## src/rtl/ssd_pkg.sv

```systemverilog
// Shared definitions for the seven-segment scan controller: FSM encoding,
// default timing and the all-anodes-off pattern.
package ssd_pkg;

    typedef enum logic {
        ST_GAP = 1'b0,
        ST_ON  = 1'b1
    } ssd_state_t;

    localparam int DEFAULT_CLK_DIV    = 50000;
    localparam int DEFAULT_GAP_CYCLES = 16;
    localparam logic [3:0] ANODE_OFF  = 4'b1111;

    function automatic int max_int(input int a, input int b);
        return (a > b) ? a : b;
    endfunction

endpackage

```

## src/rtl/ssd_slot_timer.sv

```systemverilog
// Slot counter for the scan controller: times the ON slot (CLK_DIV clocks)
// and the dark gap (GAP_CYCLES clocks), flagging the last clock of each.
module ssd_slot_timer
    import ssd_pkg::*;
#(
    parameter int CLK_DIV    = DEFAULT_CLK_DIV,
    parameter int GAP_CYCLES = DEFAULT_GAP_CYCLES
) (
    input  logic clk,
    input  logic reset,
    input  logic slot_on,
    output logic slot_end,
    output logic gap_end
);

    localparam int CNT_W = $clog2(max_int(CLK_DIV, GAP_CYCLES));

    logic [CNT_W-1:0] cnt;

    assign slot_end = slot_on && (cnt == CNT_W'(CLK_DIV - 1));
    assign gap_end  = !slot_on && (cnt == CNT_W'(GAP_CYCLES - 1));

    // The counter restarts on the clock that ends a phase, so the next phase
    // begins at zero and each phase lasts exactly its programmed length.
    always_ff @(posedge clk) begin
        if (reset) begin
            cnt <= '0;
        end else if (slot_end || gap_end) begin
            cnt <= '0;
        end else begin
            cnt <= cnt + 1'b1;
        end
    end

endmodule

```

## src/rtl/ssd_scan_controller.sv

```systemverilog
// Four-digit multiplexed seven-segment scan controller with shadow/active
// register sets committed at frame boundaries. Optional SSD_LEADING_ZERO_BLANK_EN.
module ssd_scan_controller
    import ssd_pkg::*;
#(
    parameter int CLK_DIV    = DEFAULT_CLK_DIV,
    parameter int GAP_CYCLES = DEFAULT_GAP_CYCLES
) (
    input  logic       clk,
    input  logic       reset,
    input  logic       load,
    input  logic [3:0] digit3,
    input  logic [3:0] digit2,
    input  logic [3:0] digit1,
    input  logic [3:0] digit0,
    input  logic [3:0] dp_in,
    input  logic [3:0] blank_mask,
    output logic [3:0] anode,
    output logic       I3,
    output logic       I2,
    output logic       I1,
    output logic       I0,
    output logic       dp,
    output logic       pending,
    output logic       frame_done,
    output logic       dbg_state
);

    ssd_state_t       state;
    logic [1:0]       idx;
    logic [3:0][3:0]  act_val;
    logic [3:0][3:0]  shd_val;
    logic [3:0]       act_dp;
    logic [3:0]       act_mask;
    logic [3:0]       shd_dp;
    logic [3:0]       shd_mask;
    logic [3:0]       blank;
    logic             slot_end;
    logic             gap_end;
    logic             commit;

    ssd_slot_timer #(
        .CLK_DIV    (CLK_DIV),
        .GAP_CYCLES (GAP_CYCLES)
    ) u_timer (
        .clk      (clk),
        .reset    (reset),
        .slot_on  (state == ST_ON),
        .slot_end (slot_end),
        .gap_end  (gap_end)
    );

    assign dbg_state = (state == ST_ON);
    assign commit    = (state == ST_GAP) && gap_end && (idx == 2'd3);

`ifdef SSD_LEADING_ZERO_BLANK_EN
    logic [3:0] lz;
    assign lz[3] = (act_val[3] == 4'd0);
    assign lz[2] = lz[3] && (act_val[2] == 4'd0);
    assign lz[1] = lz[2] && (act_val[1] == 4'd0);
    assign lz[0] = 1'b0;
    assign blank = act_mask | lz;
`else
    assign blank = act_mask;
`endif

    // load is a single-cycle strobe with no backpressure: every strobe seen
    // outside reset is accepted; a later strobe overwrites an uncommitted one.
    always_ff @(posedge clk) begin
        if (reset) begin
            state      <= ST_GAP;
            idx        <= 2'd3;
            act_val    <= '0;
            shd_val    <= '0;
            act_dp     <= '0;
            act_mask   <= '0;
            shd_dp     <= '0;
            shd_mask   <= '0;
            pending    <= 1'b0;
            frame_done <= 1'b0;
            anode      <= ANODE_OFF;
            {I3, I2, I1, I0} <= 4'd0;
            dp         <= 1'b1;
        end else begin
            frame_done <= 1'b0;

            case (state)
                ST_ON: begin
                    if (slot_end) state <= ST_GAP;
                end
                default: begin
                    if (gap_end) begin
                        state <= ST_ON;
                        idx   <= idx + 2'd1;
                    end
                end
            endcase

            if (load) begin
                shd_val  <= {digit3, digit2, digit1, digit0};
                shd_dp   <= dp_in;
                shd_mask <= blank_mask;
            end

            // A strobe landing on the boundary bypasses the shadow set.
            if (commit) begin
                if (load) begin
                    act_val    <= {digit3, digit2, digit1, digit0};
                    act_dp     <= dp_in;
                    act_mask   <= blank_mask;
                    frame_done <= 1'b1;
                end else if (pending) begin
                    act_val    <= shd_val;
                    act_dp     <= shd_dp;
                    act_mask   <= shd_mask;
                    frame_done <= 1'b1;
                end
                pending <= 1'b0;
            end else if (load) begin
                pending <= 1'b1;
            end

            if (state == ST_ON) begin
                {I3, I2, I1, I0} <= act_val[idx];
                if (blank[idx]) begin
                    anode <= ANODE_OFF;
                    dp    <= 1'b1;
                end else begin
                    anode <= ~(4'b0001 << idx);
                    dp    <= ~act_dp[idx];
                end
            end else begin
                anode <= ANODE_OFF;
                dp    <= 1'b1;
            end
        end
    end

endmodule
```

## config.mk

```make
export PLATFORM = sky130hd
export DESIGN_NAME = ssd_scan_controller
export DESIGN_NICKNAME = d
export VERILOG_FILES = /design/src/rtl/ssd_pkg.sv /design/src/rtl/ssd_slot_timer.sv /design/src/rtl/ssd_scan_controller.sv
export SDC_FILE = /design/constraint.sdc
export NUM_CORES = 1
export LEC_CHECK = 0
export CAP_MARGIN = 5
export CORE_UTILIZATION = 29
export DETAILED_ROUTE_END_ITERATION = 10
export GPL_TIMING_DRIVEN = 0
export PLACE_DENSITY_LB_ADDON = 0.3
export SYNTH_ARGS = -nofsm -noshare
export SYNTH_HDL_FRONTEND = slang
export SYNTH_SLANG_ARGS = --single-unit
```

## constraint.sdc

```tcl
create_clock -name clk -period 2.6 [get_ports clk]
set_input_delay 0.52 -clock clk [delete_from_list [all_inputs] [get_ports clk]]
set_output_delay 0.52 -clock clk [all_outputs]
set_load 0.005 [all_outputs]
```

==> run_results.csv, run 1 <==
group,metric,value,unit
status,outcome,"finished clean",
timing,fmax,0.422,GHz
die,dieArea,11500,sq um
timing,fin_skew,18.1,ps
routing,routed_wirelength,6460,microns
setup_path,reg2reg_slack,230,ps
clocking,tritoncts,"yes",
die,core,10800,sq um
timing,min_period,2370,ps
clocking,htreeDepth,3,
global_routing,grt-ovfl-total,0,
synthesis,yosys.area.top_type,"dfxtp_1",
final_layout,layout-drive-gt1-share,14.8,%
final_layout,stdcell_count,497,
synthesis,ys_seq_area_share,48.7,%
setup_path,setup.worst_path.start_class,"flip-flop",
power,ir_drop,270,uV
synthesis,ys_seq_elements,78,
setup_path,reg2reg_to,"dp",
routing,via_per_inst,4.47,
placed_design,dp_slack,-92.9,ps
timing,rsz0062_at_grt,"no",
power,power_density,595,nW/um^2
clocking,cts_buffers,9,
synthesis,synth-edff-count,0,
clocking,post_cts_resized,0,
routing,vias,2221,
synthesis,synth_top_area_share,48.7,%
hold_path,whs_endpoint,"u_timer.cnt[0]",
die,dieWidth,107,microns
setup_path,regToRegStartpoint,"idx[0]",
timing,whs,461,ps
timing,timing.final.ws_setup,231,ps
placed_design,dp.cells,481,
synthesis,ys_types,34,
routing,drcViolationCount,0,
setup_path,crit_buf_inv,1,
synthesis,syn_area_per_cell,10.5,sq um
routing,drtIter0Drc,111,
global_routing,grt_max_degree,15,
clocking,cts_root_buffer,"clkbuf_8",
timing,post-route-period-util,91.1,%
clocking,clockBufferDepth,2,
placed_design,gp_congestion,0.786,
synthesis,synth.net_count,336,
setup_path,slowest_delay,580,ps
synthesis,synthFlopType,"dfxtp_1",
final_layout,nFillCells,1058,
flow_run,drv_cap,0,
clocking,cts_hold_buf,0,
die,pin_count,39,
synthesis,synthCells,304,
final_layout,final_core_util,36.8,%
global_routing,grt_use_total,12.5,%
global_routing,grt_pass1_wl,10900,microns
setup_path,worstSetupPathType,"flip-flop to flip-flop",
synthesis,ys_top_cells_by_count,"78 x dfxtp_1, 49 x nor2_1, 28 x mux2i_1",
setup_path,reg2reg_depth,4,
synthesis,yosysWarnings,0,
timing,setup_viol,0,
die,die-height,107,microns
setup_path,path_delay_family,"simple AND/OR/NAND/NOR gates",
synthesis,synthArstFlopShare,0,%
setup_path,cp_cell_sequence,"clkbuf_1 -> mux4_2 -> nor3b_1 -> nand2_1",
synthesis,netlist_area,3200,sq um
timing,relSlewSlack,49.0,%
final_layout,multiInputGateArea,1540,sq um
final_layout,syn2layout_area_growth,23.9,%
setup_path,slowest_stage,"mux4_2",
hold_path,min_path_cells,1,
setup_path,end_kind,"flip-flop",
timing,tightestPinTransition,761,ps
die,start_util,29.7,%
timing,maxSlewViolCount,0,
hold_path,hold_path_class,"flip-flop to flip-flop",
setup_path,cp_max_fo,8,
die,std_cell_rows,38,
placed_design,dp_hpwl,4570,microns
power,leakage,1.57,nW
clocking,clock_sinks,78,
clocking,clk_pin_slew_worst_paths,80,ps
final_layout,final_nets,384,
setup_path,arrival,2550,ps
timing,hold_viol_final,0,
final_layout,num_antenna_cells,0,
synthesis,synth_area_leaders,"dfxtp_1 49%, mux2i_1 8.7%, mux2_2 7.7%",
global_routing,antenna_found_initial,0,
clocking,postCtsSetupRepairBufs,0,
routing,postRouteAntennaNets,0,
final_layout,seqCellArea,1560,sq um
routing,dr.pass1.iters,4,
synthesis,yosysMostFrequentCell,"dfxtp_1",
clocking,clk_latency,350,ps
setup_path,required,2780,ps
hold_path,hold_path.startpoint,"u_timer.cnt[0]",
placed_design,port_buffers,37,
routing,routedWlPerCell,13.0,microns
global_routing,grt_pass1_vias,2222,
==> area by class of cell <==
type / instances / share of cell area, %
plain buffers: 18 / 2.24
clock buffers: 10 / 3.21
clock inverters: 6 / 2.36
inverters: 5 / 0.473
multi-input cells: 203 / 38.7
flip-flops and latches: 78 / 39.3
well taps: 140 / 4.41
repair buffers: 37 / 9.33
==> per-stage QoR <==
| stage | TNS (ps) | power, mW | instance area, sq um |
|---|---|---|---|
| after global placement | -533 | 1.39 | 3750 |
| final | 0 | 2.36 | 3970 |
| after floorplan | 0 | 1.32 | 3200 |
| after detailed placement | -793 | 1.39 | 3750 |
| after CTS | 0 | 2.40 | 3970 |
| after global routing | 0 | 2.48 | 3970 |
==> flip-flops by register name, summed over array words and instances, names as in the netlist, 2 cells and up <==
signal	cells
act_dp	4
anode	4
shd_mask	4
act_val	16
act_mask	4
u_timer.cnt	16
shd_val	16
shd_dp	4
idx	2
==> worst max-delay path by stage <==
stage,startpoint,to,cells past startpoint
detailed placement,reset,u_timer.cnt[10],6
finish,idx[0],dp,4
CTS,idx[0],dp,4
global placement,reset,u_timer.cnt[3],6
global route,idx[0],dp,4
floorplan,load,act_dp[2],5
==> power by group <==
| part | internal (mW) | switching (mW) |
|---|---|---|
| clock | 0.548 | 0.455 |
| sequential | 1.22 | 0.0101 |
| combinational | 0.0656 | 0.0625 |
| total | 1.83 | 0.528 |
==> logic make-up (layout without fill, tap and decap cells) <==
kind of cell / after synthesis / after routing / share of synthesized area, %
xor+xnor: 13 / 13 / 3.55
buf+inv: 23 / 76 / 3.36
simple gates: 118 / 118 / 19.3
mux: 58 / 58 / 21.4
compound gates: 9 / 9 / 1.72
fa+ha+maj: 5 / 5 / 1.95
flops: 78 / 78 / 48.7
==> layout by cell type (no fill, tap or decap), drive strengths merged, types with 2 or more instances in the layout <==
master	instances
a21oi	2
a31oi	2
and3	6
buf	10
bufinv	2
clkbuf	18
clkdlybuf4s50	37
clkinv	2
dfxtp	78
ha	5
inv	6
mux2	24
mux2i	28
mux4	6
nand2	9
nand3	12
nand4	6
nor2	49
nor2b	24
nor3	4
nor4	3
nor4b	2
o21ai	2
xnor2	9
xor2	4
==> layer usage <==
| metal | vias up | GRT usage [%] | share of wire (%) |
|---|---|---|---|
| li1 | 1145 | - | - |
| met1 | 1035 | 15.9 | 49 |
| met2 | 36 | 19.8 | 46 |
| met3 | 5 | 3.65 | 3.8 |
| met4 | 0 | 4.89 | 1.3 |
| met5 | - | 0 | 0 |
(Power assumes the default switching activity.)
==> inputs of run 2 (changes only) <==
==> constraint.sdc (replaced) <==
create_clock -name clk -period 2.5 [get_ports clk]
set_input_delay 0.5 -clock clk [delete_from_list [all_inputs] [get_ports clk]]
set_output_delay 0.5 -clock clk [all_outputs]
set_load 0.005 [all_outputs]
==> run_results.csv, run 2 (synthesized netlist as in run 1, its figures left out) <==
group,metric,value,unit
clocking,clk_pin_slew_worst_paths,70,ps
placed_design,gp_congestion,0.786,
die,dieWidth,107,microns
die,pin_count,39,
final_layout,syn2layout_area_growth,24.0,%
placed_design,dp_hpwl,4570,microns
die,dieArea,11500,sq um
die,start_util,29.7,%
power,leakage,1.57,nW
hold_path,hold_path_class,"flip-flop to flip-flop",
routing,drcViolationCount,0,
setup_path,reg2reg_depth,7,
timing,whs,461,ps
clocking,cts_buffers,9,
die,std_cell_rows,38,
placed_design,dp_slack,-173,ps
final_layout,seqCellArea,1560,sq um
timing,hold_viol_final,0,
clocking,cts_hold_buf,0,
routing,vias,2220,
clocking,tritoncts,"yes",
setup_path,reg2reg_slack,320,ps
setup_path,arrival,2560,ps
timing,post-route-period-util,93.5,%
timing,min_period,2340,ps
timing,fin_skew,18.1,ps
clocking,clk_latency,350,ps
setup_path,required,2730,ps
routing,via_per_inst,4.47,
final_layout,stdcell_count,497,
die,core,10800,sq um
final_layout,layout-drive-gt1-share,15.1,%
final_layout,reg_top3,"act_val: 16 flops, shd_val: 16 flops, u_timer.cnt: 16 flops",
timing,tightestPinTransition,763,ps
die,die-height,107,microns
setup_path,cp_max_fo,10,
global_routing,grt_pass1_vias,2222,
routing,routed_wirelength,6450,microns
global_routing,grt-ovfl-total,0,
clocking,htreeDepth,3,
setup_path,setup.worst_path.start_class,"input pin",
routing,dr.pass1.iters,4,
final_layout,nFillCells,1059,
global_routing,grt_max_degree,15,
routing,drtIter0Drc,102,
timing,fmax,0.428,GHz
setup_path,end_kind,"flip-flop",
clocking,clockBufferDepth,2,
routing,postRouteAntennaNets,0,
clocking,cts_root_buffer,"clkbuf_8",
timing,relSlewSlack,48.9,%
final_layout,multiInputGateArea,1540,sq um
timing,rsz0062_at_grt,"no",
timing,setup_viol,0,
global_routing,grt_pass1_wl,10900,microns
final_layout,mostFrequentLayoutCell,"dfxtp_1",
hold_path,min_path_cells,1,
power,p_total,2.46,mW
final_layout,final_core_util,36.8,%
placed_design,dp.cells,481,
timing,maxSlewViolCount,0,
timing,timing.final.ws_setup,162,ps
final_layout,final_nets,384,
setup_path,worstSetupPathType,"input pin to flip-flop",
flow_run,drv_cap,0,
final_layout,final_cell_mix,"78 x dfxtp_1, 49 x nor2_1, 37 x clkdlybuf4s50_1",
final_layout,num_antenna_cells,0,
status,outcome,"finished clean",
power,ir_drop,281,uV
global_routing,grt_use_total,12.5,%
global_routing,antenna_found_initial,0,
power,power_density,618,nW/um^2
clocking,clock_sinks,78,
placed_design,port_buffers,37,
routing,routedWlPerCell,13.0,microns
-- run 2: layout make-up --
cell class	instances	area share, %
sequential	78	39.3
inverter	5	0.472
clock inverter	6	2.36
tap	140	4.41
clock buffer	10	3.21
buffer	18	2.27
multi-input combinational	203	38.6
timing repair buffer	37	9.32
-- run 2: final timing paths --
path / end / from
setup / recovery: u_timer.cnt[10] / reset
hold / removal: u_timer.cnt[0] / u_timer.cnt[0]
setup reg to reg: act_dp[3] / u_timer.cnt[0]
hold reg to reg: u_timer.cnt[0] / u_timer.cnt[0]
-- run 2: where the power goes --
part	internal (mW)	switching (mW)	total, mW
logic	0.0682	0.0651	0.133
clock network	0.570	0.473	1.04
registers	1.27	0.0105	1.28
-- run 2: layer usage --
layer	vias to the layer above	share of wire, %	global-route usage (%)
li1	1144	-	-
met5	-	0	0
met1	1036	50	15.9
met2	34	46	19.8
met4	0	1.3	4.89
met3	6	3.6	3.65
-- run 2: metrics by stage --
| step | TNS (ps) | area, sq um |
|---|---|---|
| floorplan | 0 | 3200 |
| global placement | -1440 | 3750 |
| detailed placement | -1670 | 3750 |
| CTS | 0 | 3970 |
| global route | 0 | 3970 |
| finish | 0 | 3970 |
-- run 2: timing repair --
item	CTS	global route
gates resized for setup	0	2
setup buffers	0	0
endpoints found under the setup margin	0	4
-- run 2: critical path, cell delays in order --
cell and delay (ps):
clkdlybuf4s50_1 550, buf_1 410, a31oi_1 80, a31oi_1 600, buf_2 350, nor2_1 80
